===== src/rtl/rv_pkg.sv =====
// rv_pkg: shared types and constants for the instruction fetch slice.
//   XLEN          address/datapath width used by the fetch unit and its FIFO
//   fetch_entry_t one buffered fetch result: {pc, instr}
//   INSTR_NOP     canonical RV32I nop (addi x0, x0, 0)
package rv_pkg;

    localparam int unsigned XLEN = 32;

    localparam logic [31:0] INSTR_NOP = 32'h0000_0013;

    typedef struct packed {
        logic [XLEN-1:0] pc;
        logic [31:0]     instr;
    } fetch_entry_t;

endpackage


===== src/rtl/fetch_fifo.sv =====
// fetch_fifo: synchronous FIFO of fetch_entry_t used to buffer fetched
// instructions between instruction memory and decode.
//   clk    in   clock
//   rst    in   synchronous active-high reset
//   push   in   write wdata at the tail (ignored when full, unless popping)
//   pop    in   drop the head entry (ignored when empty)
//   flush  in   discard all entries; overrides push/pop
//   wdata  in   entry to write
//   rdata  out  head entry (meaningful only when !empty)
//   count  out  number of valid entries, 0..DEPTH
//   full   out  count == DEPTH
//   empty  out  count == 0
// DEPTH must be a power of two (>= 2) so the pointers wrap naturally.
module fetch_fifo
    import rv_pkg::*;
#(
    parameter int unsigned DEPTH = 4
) (
    input  logic                         clk,
    input  logic                         rst,
    input  logic                         push,
    input  logic                         pop,
    input  logic                         flush,
    input  fetch_entry_t                 wdata,
    output fetch_entry_t                 rdata,
    output logic [$clog2(DEPTH+1)-1:0]   count,
    output logic                         full,
    output logic                         empty
);

    localparam int unsigned AW = $clog2(DEPTH);
    localparam int unsigned CW = $clog2(DEPTH+1);

    fetch_entry_t   mem [DEPTH];
    logic [AW-1:0]  rd_ptr;
    logic [AW-1:0]  wr_ptr;
    logic           do_push;
    logic           do_pop;

    assign full    = (count == CW'(DEPTH));
    assign empty   = (count == '0);
    assign do_pop  = pop && !empty;
    // A push into a full FIFO is accepted only when the head leaves the same cycle.
    assign do_push = push && (!full || do_pop);
    assign rdata   = mem[rd_ptr];

    always_ff @(posedge clk) begin
        if (rst || flush) begin
            rd_ptr <= '0;
            wr_ptr <= '0;
            count  <= '0;
        end else begin
            if (do_push) wr_ptr <= wr_ptr + AW'(1);
            if (do_pop)  rd_ptr <= rd_ptr + AW'(1);
            count <= count + CW'(do_push) - CW'(do_pop);
        end
    end

    // Storage needs no reset: entries are only observed while count != 0.
    always_ff @(posedge clk) begin
        if (do_push && !(rst || flush)) mem[wr_ptr] <= wdata;
    end

endmodule


===== src/rtl/rv_fetch_unit.sv =====
// rv_fetch_unit: instruction fetch stage.
// Issues sequential word reads to instruction memory under a credit limit,
// buffers returned {pc, instr} pairs in fetch_fifo and hands them to decode
// over valid/ready. A redirect flushes the buffer and drops every response
// still in flight.
// Ports:
//   clk, rst                          clock, synchronous active-high reset
//   imem_req_valid/ready/addr         word-aligned fetch requests
//   imem_resp_valid/data              in-order responses, never back-pressured
//   redirect_valid/redirect_pc        control-flow change from execute
//   if_valid/if_ready/if_pc/if_instr  head instruction towards decode
//   perf_fetched/perf_dropped         only with FETCH_PERF_EN defined
// XLEN comes from rv_pkg so that the FIFO entry type and this block agree.
// Optional feature macro: FETCH_PERF_EN adds the two 32-bit perf counters.
module rv_fetch_unit
    import rv_pkg::*;
#(
    parameter int unsigned      DEPTH    = 4,
    parameter logic [XLEN-1:0]  RESET_PC = '0
) (
    input  logic             clk,
    input  logic             rst,
    output logic             imem_req_valid,
    input  logic             imem_req_ready,
    output logic [XLEN-1:0]  imem_req_addr,
    input  logic             imem_resp_valid,
    input  logic [31:0]      imem_resp_data,
    input  logic             redirect_valid,
    input  logic [XLEN-1:0]  redirect_pc,
    output logic             if_valid,
    input  logic             if_ready,
    output logic [XLEN-1:0]  if_pc,
    output logic [31:0]      if_instr
`ifdef FETCH_PERF_EN
    ,
    output logic [31:0]      perf_fetched,
    output logic [31:0]      perf_dropped
`endif
);

    localparam int unsigned CW = $clog2(DEPTH+1);

    logic [XLEN-1:0]  fetch_pc;
    logic [XLEN-1:0]  resp_pc;
    logic [CW-1:0]    outstanding;
    logic [CW-1:0]    drop_cnt;
    logic [CW-1:0]    fifo_count;
    logic             fifo_full;
    logic             fifo_empty;
    fetch_entry_t     fifo_head;
    fetch_entry_t     fifo_wdata;
    logic [CW:0]      committed;
    logic [XLEN-1:0]  redirect_tgt;
    logic             req_fire;
    logic             resp_push;
    logic             if_pop;

    assign redirect_tgt = redirect_pc & ~XLEN'(3);

    // Every slot is reserved at request time, so buffered plus in-flight
    // words never exceed the FIFO depth and responses need no backpressure.
    assign committed      = {1'b0, outstanding} + {1'b0, fifo_count};
    assign imem_req_valid = !rst && !redirect_valid && !fifo_full
                            && (committed < (CW+1)'(DEPTH));
    assign imem_req_addr  = fetch_pc;
    assign req_fire       = imem_req_valid && imem_req_ready;

    // Responses belonging to pre-redirect requests are swallowed here,
    // including one arriving in the redirect cycle itself.
    assign resp_push  = imem_resp_valid && (drop_cnt == '0) && !redirect_valid;
    assign if_pop     = if_valid && if_ready && !redirect_valid;
    assign fifo_wdata = '{pc: resp_pc, instr: imem_resp_data};

    fetch_fifo #(.DEPTH(DEPTH)) u_fifo (
        .clk   (clk),
        .rst   (rst),
        .push  (resp_push),
        .pop   (if_pop),
        .flush (redirect_valid),
        .wdata (fifo_wdata),
        .rdata (fifo_head),
        .count (fifo_count),
        .full  (fifo_full),
        .empty (fifo_empty)
    );

    assign if_valid = !fifo_empty;
    assign if_pc    = if_valid ? fifo_head.pc    : '0;
    assign if_instr = if_valid ? fifo_head.instr : '0;

    always_ff @(posedge clk) begin
        if (rst) begin
            fetch_pc    <= RESET_PC;
            resp_pc     <= RESET_PC;
            outstanding <= '0;
            drop_cnt    <= '0;
        end else begin
            outstanding <= outstanding + CW'(req_fire) - CW'(imem_resp_valid);
            if (redirect_valid) begin
                // No request fires this cycle, so everything still in flight
                // after this cycle's response is stale.
                fetch_pc <= redirect_tgt;
                resp_pc  <= redirect_tgt;
                drop_cnt <= outstanding - CW'(imem_resp_valid);
            end else begin
                if (req_fire) fetch_pc <= fetch_pc + XLEN'(4);
                if (imem_resp_valid) begin
                    if (drop_cnt != '0) drop_cnt <= drop_cnt - CW'(1);
                    else                resp_pc  <= resp_pc + XLEN'(4);
                end
            end
        end
    end

`ifdef FETCH_PERF_EN
    always_ff @(posedge clk) begin
        if (rst) begin
            perf_fetched <= '0;
            perf_dropped <= '0;
        end else begin
            if (resp_push)                       perf_fetched <= perf_fetched + 32'd1;
            if (imem_resp_valid && !resp_push)   perf_dropped <= perf_dropped + 32'd1;
        end
    end
`endif

endmodule


===== config.mk =====
export PLATFORM = sky130hd
export DESIGN_NAME = rv_fetch_unit
export DESIGN_NICKNAME = d
export VERILOG_FILES = /design/src/rtl/rv_pkg.sv /design/src/rtl/fetch_fifo.sv /design/src/rtl/rv_fetch_unit.sv
export SDC_FILE = /design/constraint.sdc
export NUM_CORES = 1
export LEC_CHECK = 0
export CAP_MARGIN = 0
export CORE_UTILIZATION = 45
export DETAILED_ROUTE_END_ITERATION = 6
export DONT_BUFFER_PORTS = 1
export PLACE_DENSITY_LB_ADDON = 0.05
export SETUP_SLACK_MARGIN = 0.02
export SLEW_MARGIN = 5
export SYNTH_ARGS = -nofsm -noshare
export SYNTH_HDL_FRONTEND = slang
export SYNTH_SLANG_ARGS = --single-unit

===== constraint.sdc =====
create_clock -name clk -period 3.36 [get_ports clk]
set_input_delay 0.504 -clock clk [delete_from_list [all_inputs] [get_ports clk]]
set_output_delay 0.504 -clock clk [all_outputs]
set_load 0.02 [all_outputs]

==> metrics.txt, run 1 <==
Critical Path Source Type=register; count leader, synth=edfxtp_1; number of synthesized flops with an enable pin=248; metal3 WL=2220 microns; Filler cells=2511; ratio of cells with drive above 1 in the final layout=16.1%; First-pass DRT Iterations=5; fin crit period=2.84 ns; register bit total from synthesis=323; synth cell count leaders=edfxtp_1, dfxtp_1, nor2b_1; # H-tree levels=2; Worst setup EP type=register; Worst R2R Setup Slack=0.52 ns; Synth area leaders=edfxtp_1, dfxtp_1, mux4_2, nor2b_1, xnor2_1; CTS Buffer Depth=3; Synth Area per Inst=15.3 sq um; type of the worst setup path=reg -> reg; Synth cell types=52; # port buffers=0; setup ws final=0.522 ns; Iter 0 DRT Violations=503; post-CTS setup buffer count=0; WL met2=14200 microns; Core ar.=29600 sq um; initial core utilization=45.9%; Ports=168; grt ovf=0; Die Wd=176 microns; cts hold-fix bufs=0; unrepaired setup endpoints after global routing=no; Flop pwr share=51.9%; Async S/R FF share, synth=0%; P_int=0.00688 W; final number of setup-violating endpoints=0; clock skew=0.0153 ns; CP arrival=3.23 ns; CP max-delay cell=dfxtp_1; proportion of power drawn by the clock network=42.6%; DRT Wirelength=28900 microns; CP required=3.75 ns; max_slew headroom=48.9%; share of the synthesized area in the top cell type=54.8%; first-pass GRT wire length=44600 microns; die area=30900 sq um; GRT Overall Usage=19.0%; pwr dens=575 nW/um^2; Cell Area, Synth=13600 sq um; status=completed; Stages on worst setup path=12; Post-Route M1 WL=12000 microns; Psw=0.00192 W; Ys Warns=0; gpl congestion=0.828; number of remaining DRC errors=0; max-slew violation count=0; CTS Sinks=323; CTS clk-pin slew, worst paths=0.06 ns; HPWL Detailed=18800 microns; uppermost routed layer=met4; TNS Setup=0 ns; vias per inst=5.65; NumNets Final=993; clock root cell=clkbuf_16; Final Hold Viols=0; Worst Hold Class=in -> reg; most used cell along the critical path=ha_1; CP top delay family=adder cells; worst-path maximum fanout=5; largest net degree at the start of global routing=64; CP endpoint=outstanding[2]; clk_lat worst skew=0.51 ns; crit path buf inv count=2; Die Ht=176 microns; FF-to-FF path depth=12; Tcrit/Tclk final=84.5%; Max-cap violations=0; post-route ant nets=0; Slew @ Worst Pin=0.766 ns; TritonCTS clock tree=done; CP max stage delay=0.45 ns; peak supply drop=0.284 mV; Lkg Pwr=4.93 nW; Highest Clock Rate=0.352 GHz; Synth area leader=edfxtp_1; RR Startpoint=u_fifo.count[2]; number of global-route vias before repair=7756; vias post-DR=7487; Routed WL per cell=21.8 microns; part of the power in combinational logic=5.6%; total CTS buffers=36; # rows=63; Seq/Total Area, Yosys=65.8%; Area Growth Syn to Fin=12.5%; crit path launch=u_fifo.count[2]; initial antenna violation count=2; switch share=21.8%; worst flop-to-flop path endpoint=outstanding[2]; crit path cell chain=ha_1, nor4_2, nand2b_1, nor2_1, inv_1, ha_1, inv_1, ha_1, fa_1, xnor2_1, xnor2_1, nor2_1; ys flop type=edfxtp_1; post-CTS resize count=0; DP Worst Slack=0.505 ns; Cells after Synth=888
[placed cells by master (no fill, tap or decap), types with 3 or more instances in the layout]
master,count
nor3_1,13
and3_1,9
clkinv_2,5
buf_4,13
o21a_1,11
nand2_1,20
and4_1,8
ha_1,16
dfxtp_1,73
xor2_1,23
xnor2_1,29
nor2b_1,64
nand4_1,19
a211oi_1,12
a21boi_0,24
mux2i_1,4
clkbuf_1,9
nor2_1,28
edfxtp_1,248
o21bai_1,3
and2_4,4
conb_1,4
clkbuf_8,4
nor4_1,9
o21ai_0,6
a21boi_1,3
o31a_1,12
clkinv_1,7
o311a_1,4
a21oi_1,30
nand3_1,27
nor4_4,3
buf_12,6
inv_1,50
mux4_2,62
clkbuf_16,37
[worst reg2reg max path, cell delays in order, from the launching register on]
cell      delay (ns)
dfxtp_1         0.45
ha_1            0.30
nor4_2          0.23
nand2b_1        0.12
nor2_1          0.29
inv_1           0.08
ha_1            0.28
inv_1           0.04
ha_1            0.18
fa_1            0.38
xnor2_1         0.20
xnor2_1         0.14
nor2_1          0.06
[power groups by stage]
stage	combinational [W]	sequential, W	clock, W
6_report	0.000489	0.00456	0.00374
2_1_floorplan	0.000406	0.00460	0
3_3_place_gp	0.000479	0.00463	0
3_5_place_dp	0.000492	0.00465	0
4_1_cts	0.000496	0.00456	0.00386
5_1_grt	0.000541	0.00458	0.00402
[flip-flops by register name (all words and copies together) (netlist names), named ones only]
register / count
imem_req_addr: 30
u_fifo.count: 3
resp_pc: 30
outstanding: 3
u_fifo.mem: 248
u_fifo.rd_ptr: 2
drop_cnt: 3
u_fifo.wr_ptr: 2
[cell families after synthesis]
group           synth area share [%]
fa+ha+maj                       1.77
flops                           65.8
compound gates                  5.56
other cells                   0.0276
mux                             10.6
simple gates                    10.1
buf+inv                         2.81
xor+xnor                        3.35
[per-stage QoR]
stage	hold slack, ns	cell area (sq um)	total power, W	utilization, %	std cells
final	0.0828	15300	0.00880	51.6	1324
after global routing	0.0532	15300	0.00913	51.6	1322
after floorplan	0.460	13600	0.00501	-	891
after CTS	0.0402	15300	0.00891	51.6	1322
after detailed placement	0.524	14100	0.00514	47.7	1257
after global placement	0.498	14100	0.00511	47.7	1257
[per-layer routing]
metal / global-route usage, % / up-vias
li1: - / 3407
met1: 23.5 / 3818
met2: 32.0 / 221
met3: 6.39 / 41
met4: 4.75 / 0
met5: 0 / -
[area by class of cell]
type,count,area [sq um],share of cell area [%]
Sequential cell,323,8960,58.6
Tap cell,390,488,3.19
Inverter,51,191,1.25
Antenna cell,2,5.00,0.0327
Timing Repair Buffer,19,218,1.42
Clock inverter,15,125,0.819
Multi-Input combinational cell,474,4290,28.1
Clock buffer,50,1010,6.64
[worst min path at each step]
stage	from	end	slack [ns]	depth (start not counted)
after floorplan	resp_pc[26]	u_fifo.mem[0][58]	0.46	0
after global placement	u_fifo.rd_ptr[1]	register	0.50	2
after detailed placement	u_fifo.rd_ptr[1]	register	0.52	2
after CTS	rst	resp_pc[8]	0.04	1
after global routing	imem_resp_data[26]	u_fifo.mem[3][26]	0.05	0
final	imem_resp_data[27]	u_fifo.mem[1][27]	0.08	0
No activity file was read; power rests on OpenSTA's default activity.
==> inputs of run 2 (changes only) <==
ABC_AREA = 1   (was unset)
clock period = 2.4 ns   (was 3.36 ns; I/O delays follow)
==> run 2 against run 1 <==
Against the previous run:
- first-iteration DRC count up 18%
- total power up 43%
- sequential cell count unchanged
- global-route usage up 3.3 points
- non-clock buffer count up 120
- clock power up 39%
- wire length up 28%
- core utilization up 3.0 points
==> metrics.txt, run 2 <==
status=completed (unchanged); number of synthesized flops with an enable pin=248 (unchanged); Die Wd=182 microns (was 176 microns); Cells after Synth=1546 (was 888); Seq/Total Area, Yosys=61.6% (was 65.8%); Die Ht=182 microns (was 176 microns); hold slack final=0.0255 ns (was 0.0828 ns); Power Total=0.0126 W (was 0.00880 W); Iter 0 DRT Violations=595 (was 503); final cell count without fillers=2080 (was 1324); vias post-DR=10858 (was 7487); clock skew=0.0121 ns (was 0.0153 ns); First-pass DRT Iterations=7 (was 5); type of the worst setup path=reg -> out (was reg -> reg); CTS Sinks=323 (unchanged); CP arrival=1.95 ns (was 3.23 ns); Critical Path Source Type=register (unchanged); Routed WL per cell=17.7 microns (was 21.8 microns); Synth area leader=edfxtp_1 (unchanged); most frequent cells in the layout=nor2_1, edfxtp_1, nand2_1, o21ai_0, a21oi_1 (was edfxtp_1, dfxtp_1, nor2b_1, mux4_2, inv_1); pwr dens=729 nW/um^2 (was 575 nW/um^2); number of global-route vias before repair=10589 (was 7756); Lkg Pwr=6.42 nW (was 4.93 nW); CP required=2.04 ns (was 3.75 ns); synth cell count leaders=nor2_1, edfxtp_1, nand2_1 (was edfxtp_1, dfxtp_1, nor2b_1); max-slew violation count=0 (unchanged); # rows=65 (was 63); ys flop type=edfxtp_1 (unchanged); CP max-delay cell=dfxtp_4 (was dfxtp_1); Synth Area per Inst=9.39 sq um (was 15.3 sq um); # diodes=0 (was 2); Synth Area in Adders=1.65% (was 1.77%); Synth cell types=44 (was 52); initial antenna violation count=0 (was 2); # H-tree levels=2 (unchanged); Synth area leaders=edfxtp_1, dfxtp_1, nor2_1, o21ai_0, nand2_1 (was edfxtp_1, dfxtp_1, mux4_2, nor2b_1, xnor2_1); Core ar.=31600 sq um (was 29600 sq um); DRT Wirelength=36900 microns (was 28900 microns); post-route ant nets=0 (unchanged); max_slew headroom=26.2% (was 48.9%); peak supply drop=0.506 mV (was 0.284 mV); multiplexer area fraction after synthesis=0.138% (was 10.6%); Highest Clock Rate=0.434 GHz; most flop-heavy register=u_fifo.mem (unchanged); first-pass GRT wire length=57600 microns (was 44600 microns); Final Hold Viols=0 (unchanged); placed cell count=1974 (was 1257); Tcrit/Tclk final=96.1%; largest net degree at the start of global routing=85 (was 64); Ports=168 (unchanged); design area=17300 sq um (was 15300 sq um); Worst setup EP type=output port (was register); NumNets Final=1741 (was 993); Slew @ Worst Pin=1.10 ns (was 0.766 ns); CTS clk-pin slew, worst paths=0.06 ns (about the same); fin crit period=2.31 ns; clock root cell=clkbuf_16 (unchanged); area post-placement=15600 sq um (was 14100 sq um); Worst Hold Class=in -> reg (unchanged); Async S/R FF share, synth=0% (unchanged); CP max stage delay=0.41 ns (was 0.45 ns); Cell Area, Synth=14500 sq um (was 13600 sq um); gpl congestion=0.810 (was 0.828); FF-to-FF path depth=10 (was 12); commonest non-fill, non-tap cell in the layout=nor2_1 (was edfxtp_1); Ys Warns=0 (unchanged); main combinational cell family by area after synthesis=simple AND/OR/NAND/NOR gates (was multiplexers); Compound-Gate Fraction of Synth Area=11.1% (was 5.56%); grt ovf=0 (unchanged); worst-path maximum fanout=40 (was 5); die area=33000 sq um (was 30900 sq um); ratio of cells with drive above 1 in the final layout=11.0% (was 16.1%); count leader, synth=nor2_1 (was edfxtp_1); final number of setup-violating endpoints=0 (unchanged); share of the synthesized area in the top cell type=51.3% (was 54.8%); Post-Synth Simple-Gate Area=19.6% (was 10.1%); crit path cell chain=inv_2, buf_12, o21ai_0, a21oi_1, buf_4 (was ha_1, nor4_2, nand2b_1, nor2_1, inv_1, ha_1, inv_1, ha_1, fa_1, xnor2_1, xnor2_1, nor2_1); TNS Setup=0 ns (unchanged); # port buffers=0 (unchanged); clk_lat worst skew=0.52 ns (was 0.51 ns); HPWL Detailed=22200 microns (was 18800 microns); register bit total from synthesis=323 (unchanged); TritonCTS clock tree=done (unchanged); Filler cells=2833 (was 2511); initial core utilization=45.9% (about the same); vias per inst=5.22 (was 5.65); GRT Overall Usage=22.3% (was 19.0%); CTS Buffer Depth=3 (unchanged); Synth Area in XOR/XNOR=0.543% (was 3.35%); Area Growth Syn to Fin=18.8% (was 12.5%); number of remaining DRC errors=0 (unchanged); total CTS buffers=36 (unchanged); Max-cap violations=0 (unchanged); unrepaired setup endpoints after global routing=yes (was no); max reg flops=248 (unchanged); Worst Hold Depth=2 (was 0)
run 2: cell types whose count changed in the layout (fill, tap and decap cells not counted), moves of 19 or more:
cell | previous run | this run
nor2b_1 | 64 | 0
nand3_1 | 27 | 77
o21ai_0 | 6 | 170
buf_4 | 13 | 81
a21boi_0 | 24 | 0
dlygate4sd3_1 | 0 | 39
nand2_1 | 20 | 225
a21oi_1 | 30 | 121
inv_1 | 50 | 106
nor2_1 | 28 | 343
xor2_1 | 23 | 4
mux4_2 | 62 | 0
xnor2_1 | 29 | 5
run 2: final timing paths:
path                                  startpoint           endpoint  slack (ns)
worst max-delay path                    register          if_pc[19]        0.09
worst min-delay path              redirect_valid  imem_req_addr[17]        0.03
worst max register to register   u_fifo.count[2]     outstanding[2]        0.15
worst min register to register  u_fifo.rd_ptr[1]           register        0.47
run 2: cell families (layout without fill, tap and decap cells):
kind of cell               after synthesis  after routing
adders and majority gates               18             18
xor gates and xnor gates                 9              9
other                                    1              4
AOI/OAI and AO/OA                      317            317
buffers and inverters                  186            315
DFF                                    323            323
and+or+nand+nor                        690            690
muxes                                    2              2
run 2: area by class of cell:
| type | instances | area [sq um] | share of cell area (%) |
|---|---|---|---|
| inverter | 113 | 432 | 2.50 |
| clock inverter | 8 | 93.8 | 0.544 |
| clock buffer | 55 | 1000 | 5.81 |
| timing repair buffer | 139 | 1370 | 7.92 |
| tap | 402 | 503 | 2.91 |
| sequential | 323 | 8960 | 51.9 |
| multi-input combinational | 1040 | 4900 | 28.4 |
run 2: repair_timing:
action / 4_1_cts / 5_1_grt
hold buffers: 39 / 0
hold endpoints to repair: 159 / 0
pin swaps: 0 / 3
resized for setup: 6 / 16
buffers inserted: 0 / 2
endpoints found under the setup margin: 55 / 52
gates cloned: 0 / 2
run 2: worst max-delay path: cells and delay by family, from the launching register on:
family / cells / cell delay (ns)
flops: 1 / 0.41
buf+inv: 3 / 0.60
compound gates: 2 / 0.40
run 2: report_power, final:
| group | internal (W) | total, W | switching, W |
|---|---|---|---|
| clock network | 0.00309 | 0.00520 | 0.00210 |
| logic | 0.000378 | 0.000999 | 0.000621 |
| registers | 0.00617 | 0.00638 | 0.000203 |
| total | 0.00965 | 0.0126 | 0.00293 |
run 2: metal layers:
metal | track usage [%] | vias up | wire length (microns)
met3 | 4.21 | 44 | 2030
li1 | - | 5435 | -
met2 | 38.4 | 267 | 18000
met5 | 0 | - | 0
met1 | 28.9 | 5112 | 16200
met4 | 5.80 | 0 | 630
run 2: metrics by stage:
stage / setup slack, ns / utilization, %
after floorplan: 0.00488 / -
after global placement: 0.103 / 49.4
after detailed placement: 0.0555 / 49.4
after CTS: -0.0431 / 54.2
after global routing: 0.00706 / 54.6
final: 0.0938 / 54.6
